**src/rtl/xram_arbiter.sv**
```systemverilog
// Two-requester XRAM arbiter (CPU and accelerator DMA) with a round-robin tie-break
// and a per-transaction ack timeout.
module xram_arbiter #(
    parameter logic [7:0] TIMEOUT = 8'd255
) (
    input  logic        clk,
    input  logic        rst,

    input  logic [15:0] cpu_xram_addr,
    input  logic [7:0]  cpu_xram_data_out,
    input  logic        cpu_xram_stb,
    input  logic        cpu_xram_wr,
    output logic [7:0]  cpu_xram_data_in,
    output logic        cpu_xram_ack,

    input  logic [15:0] acc_xram_addr,
    input  logic [7:0]  acc_xram_data_out,
    input  logic        acc_xram_stb,
    input  logic        acc_xram_wr,
    output logic [7:0]  acc_xram_data_in,
    output logic        acc_xram_ack,

    output logic [15:0] xram_addr,
    output logic [7:0]  xram_data_out,
    output logic        xram_stb,
    output logic        xram_wr,
    input  logic [7:0]  xram_data_in,
    input  logic        xram_ack,

    output logic [1:0]  arb_state,
    output logic        arb_timeout
);

    typedef enum logic [1:0] {
        IDLE    = 2'b00,
        GNT_CPU = 2'b01,
        GNT_ACC = 2'b10,
        ILLEGAL = 2'b11
    } state_t;

    state_t      state;
    state_t      state_next;
    logic        last_gnt;
    logic        last_gnt_next;
    logic [7:0]  wait_cnt;
    logic [7:0]  wait_cnt_next;
    logic        arb_timeout_next;
    logic        gnt_stb;

    always_ff @(posedge clk) begin
        if (rst) begin
            state       <= IDLE;
            last_gnt    <= 1'b1;
            wait_cnt    <= '0;
            arb_timeout <= 1'b0;
        end else begin
            state       <= state_next;
            last_gnt    <= last_gnt_next;
            wait_cnt    <= wait_cnt_next;
            arb_timeout <= arb_timeout_next;
        end
    end

    always_comb begin
        state_next       = state;
        last_gnt_next    = last_gnt;
        wait_cnt_next    = wait_cnt;
        arb_timeout_next = 1'b0;
        gnt_stb          = (state == GNT_CPU) ? cpu_xram_stb : acc_xram_stb;

        case (state)
            IDLE: begin
                wait_cnt_next = '0;
                if (cpu_xram_stb && (!acc_xram_stb || last_gnt)) begin
                    state_next    = GNT_CPU;
                    last_gnt_next = 1'b0;
                end else if (acc_xram_stb) begin
                    state_next    = GNT_ACC;
                    last_gnt_next = 1'b1;
                end
            end
            GNT_CPU, GNT_ACC: begin
                // An ack wins over a coincident timeout: the transfer completed.
                if (xram_ack) begin
                    state_next = IDLE;
                end else if (!gnt_stb) begin
                    state_next = IDLE;
                end else if (wait_cnt == TIMEOUT) begin
                    state_next       = IDLE;
                    arb_timeout_next = 1'b1;
                end else if (wait_cnt != 8'hFF) begin
                    wait_cnt_next = wait_cnt + 8'd1;
                end
            end
            default: begin
                state_next = IDLE;
            end
        endcase
    end

    always_comb begin
        xram_addr        = '0;
        xram_data_out    = '0;
        xram_stb         = 1'b0;
        xram_wr          = 1'b0;
        cpu_xram_ack     = 1'b0;
        cpu_xram_data_in = '0;
        acc_xram_ack     = 1'b0;
        acc_xram_data_in = '0;

        // Returns are masked during reset so an abandoned grant never completes.
        case (state)
            GNT_CPU: begin
                xram_addr     = cpu_xram_addr;
                xram_data_out = cpu_xram_data_out;
                xram_stb      = cpu_xram_stb;
                xram_wr       = cpu_xram_wr;
                if (!rst) begin
                    cpu_xram_ack     = xram_ack;
                    cpu_xram_data_in = xram_data_in;
                end
            end
            GNT_ACC: begin
                xram_addr     = acc_xram_addr;
                xram_data_out = acc_xram_data_out;
                xram_stb      = acc_xram_stb;
                xram_wr       = acc_xram_wr;
                if (!rst) begin
                    acc_xram_ack     = xram_ack;
                    acc_xram_data_in = xram_data_in;
                end
            end
            default: ;
        endcase
    end

    assign arb_state = state;

endmodule

```
**config.mk**
```make
export PLATFORM = sky130hd
export DESIGN_NAME = xram_arbiter
export DESIGN_NICKNAME = d
export VERILOG_FILES = /design/src/rtl/xram_arbiter.sv
export SDC_FILE = /design/constraint.sdc
export NUM_CORES = 1
export LEC_CHECK = 0
export ABC_AREA = 1
export CAP_MARGIN = 15
export CELL_PAD_IN_SITES_DETAIL_PLACEMENT = 1
export CELL_PAD_IN_SITES_GLOBAL_PLACEMENT = 1
export CORE_MARGIN = 2
export CORE_UTILIZATION = 19
export DETAILED_ROUTE_END_ITERATION = 6
export PLACE_DENSITY_LB_ADDON = 0.1
export RECOVER_POWER = 25
export REMOVE_ABC_BUFFERS = 1
export SLEW_MARGIN = 20
export SYNTH_ARGS = -nofsm -noshare
export SYNTH_HDL_FRONTEND = slang
export SYNTH_SLANG_ARGS = --single-unit
```
**constraint.sdc**
```tcl
create_clock -name clk -period 2 [get_ports clk]
set_clock_uncertainty 0.05 [all_clocks]
set_input_delay 0.3 -clock clk [delete_from_list [all_inputs] [get_ports clk]]
set_output_delay 0.3 -clock clk [all_outputs]
set_load 0.02 [all_outputs]
```
==> summary.md <==
| Metric | Value |
|---|---|
| Outcome | complete, no violations |
| GRT overflow | 0 |
| Syn-to-layout area delta | 100% |
| Initial Util | 0.195 |
| Half-perimeter wire length after placement | ~4700 um |
| CP Max Fanout | 10 |
| Worst Path Buf+Inv | 5 |
| Max transition margin | 0.815 |
| Slowest stage delay, CP | slightly above 0.3 ns |
| CP top delay family | buffers and inverters |
| Ys async rst share | 0 |
| GRT Util Overall | 0.163 |
| Setup crit end kind | primary output |
| Slowest-stage cell, CP | dfxtp_1 |
| Largest net degree at the start of global routing | 27 |
| Fin. Hold Viols | 0 |
| Netlist cell types | 23 |
| Top cell type's share of synthesized area | 0.244 |
| Worst path depth | 7 |
| Final ANT Viol Nets | 0 |
| Seq/Total Area, Yosys | 0.195 |
| Post-placement cell count | 418 |
| Die ar. | around 7100 um2 |
| Setup slack after layout | ~0.092 ns |
| Leading area contributor after synthesis | nand2_1 |
| Num ports | 110 |
| Critical Path Most Common Cell | buf_4 |
| DIE WIDTH | ~85 um |
| Post-CTS setup buffer count | 0 |
| CTS buffer count | 3 |
| Post-place setup slack | -0.158 ns |
| Final Cycle Share | 0.954 |
| PwrDens | around 480 nW/um2 |
| HP Class | flip-flop to flip-flop |
| Die Y | roughly 85 um |
| Setup crit start kind | flip-flop |
| First-pass GRT wire length | 9550 um |
| Max Clock Freq | about 520 MHz |
| Clk Latency, worst-skew pair | 0.25 ns |
| Final setup fails | 0 |
| Fill count | around 840 |
| Number of H-tree levels | 1 |
| Share of layout cells above drive strength 1 | 0.237 |
| Vias per cell | ~4.4 |
| Synth area leaders | nand2_1 24%, dfxtp_1 19%, a21oi_1 14% |
| EDFF count, synth | 0 |
| Post-Layout Cell Count | 423 |
| Most common cell in the netlist | nand2_1 |
| CTS tree | yes |
| Root buf cell | clkbuf_8 |
| Worst-Margin Slew | about 0.28 ns |
| Core ar. | between 6000 and 7000 um2 |
| Number of DRC markers in iteration 0 | 32 |
| Row Count | 29 |
| Syn Std Cell Area | 1230 um2 |
| Wire per inst | roughly 14 um |
| Max cap viols | 0 |
| Type of the worst setup path | flip-flop to primary output |
| Port Buffer Count | around 110 |
| Final GP Congestion | about 0.8 |
| Slew Viols, Final | 0 |
| Worst Reg-to-Reg Cells | 12 |
| CP Data Required Time | ~1.7 ns |
| Post-route DRC | 0 |
| FF+latch area | 240 um2 |
| Most used flip-flop cell after synthesis | dfxtp_1 |
| Clock buffer depth | 2 |
| Initial antenna violation count | 0 |
| Setup TNS | 0 ns |
| RSZ-0062 raised after global routing | false |
| IR drop worst, VDD | 0.309 mV |
| Antenna Cells | 0 |
| CTS sink count | 12 |
| Wirelength, routed | approximately 6000 um |
| Via Count | between 1500 and 2000 |
| Crit-path cells | inv_1, buf_4, ha_4, buf_4, inv_6, nor3_1, clkdlybuf4s15_2 |
| Nets | 414 |
| Leak Pwr | approximately 0.0011 uW |
| Yosys Warn Count | 0 |
| Vias in the first global route | about 1900 |
| R2R Setup Slk | around 0.22 ns |
| Worst r2r dst | wait_cnt[6] |
| Pre-antenna DRT Iters | 4 |
| Synthesized instance count | 225 |
| Top post-synthesis cells by count | 80 x nand2_1, 35 x a21oi_1, 21 x inv_1, 21 x nor3_1, 13 x nor2_1 |
| Post-layout min period | approximately 1.9 ns |
| Synthesis-stage register bit count | 12 |
| Worst r2r src | arb_state[0] |
| Syn avg cell area | between 5 and 6 um2 |
| CP endpoint | cpu_xram_data_in[1] |
| CP Launch Point | arb_state[1] |
| Clock Pin Slew Worst Setup and Hold Paths | 0.05 ns |
| Worst path arrival time | 1.56 ns |
| Area taken by multi-input logic gates | between 800 and 900 um2 |
-- what timing repair did --
item,in CTS,in global routing
gates cloned,0,1
resized for setup,135,50
hold buffers,0,0
setup endpoints to repair,44,46
-- worst reg2reg max path, stage by stage (launching register included) --
cell     delay [ns]
dfxtp_1        0.33
inv_1          0.06
ha_1           0.31
inv_2          0.07
buf_4          0.15
nor2_1         0.11
inv_1          0.08
nor2_4         0.12
nand2_4        0.09
nand2_4        0.13
nand2_1        0.07
nand2_1        0.06
nor2_1         0.04
-- final cells by class --
class	instances	share of cell area
multi-input cells	177	0.349
clock buffers	4	0.0223
inverters	24	0.0386
flip-flops and latches	12	0.0975
repair buffers	129	0.454
well taps	77	0.0391
-- sequential cells by signal, summed over array words and instances, names as in the netlist --
register	count
arb_state	2
arb_timeout	1
last_gnt	1
wait_cnt	8
-- layout by cell type (no fill, tap or decap), drive strengths merged --
| cell | count |
|---|---|
| nand2 | 88 |
| clkdlybuf4s50 | 61 |
| buf | 46 |
| a21oi | 36 |
| inv | 23 |
| nor3 | 21 |
| clkbuf | 20 |
| nor2 | 16 |
| dfxtp | 12 |
| nand3 | 9 |
| dlygate4sd3 | 4 |
| ha | 4 |
| clkdlybuf4s15 | 2 |
| clkinv | 1 |
| o21ai | 1 |
| a211o | 1 |
| nand4 | 1 |
-- layer usage --
metal,vias to the layer above,share of wire,track usage
met5,-,0,0
met4,0,0.012,0.0476
met3,5,0.060,0.0236
met2,61,0.48,0.287
met1,832,0.45,0.205
li1,959,-,-
-- where the power goes --
group	switching, uW	internal, uW
clock	94.6	174
sequential	5.33	249
combinational	343	309
total	443	732
-- cell families after synthesis --
family	synth area share
buf+inv	0.122
simple gates	0.482
flops	0.195
compound gates	0.160
fa+ha+maj	0.0406
-- metrics by stage --
stage | area, um2 | total power [uW] | hold slack (ns) | util
2_1_floorplan | 1180 | 549 | 0.312 | -
3_3_place_gp | 2570 | 934 | 0.398 | 0.407
3_5_place_dp | 2570 | 943 | 0.412 | 0.407
4_1_cts | 2650 | 1200 | 0.420 | 0.420
5_1_grt | 2460 | 1260 | 0.444 | 0.390
6_report | 2460 | 1180 | 0.419 | 0.390
-- worst min-delay path by stage --
| stage | from | end | cells past startpoint |
|---|---|---|---|
| 6_report | wait_cnt[0] | wait_cnt[0] | 1 |
| 5_1_grt | wait_cnt[0] | wait_cnt[0] | 1 |
| 4_1_cts | wait_cnt[0] | wait_cnt[0] | 1 |
| 3_5_place_dp | wait_cnt[0] | wait_cnt[0] | 1 |
| 3_3_place_gp | last_gnt | last_gnt | 1 |
| 2_1_floorplan | rst | wait_cnt[2] | 1 |
Power figures use the tool's default switching activity.
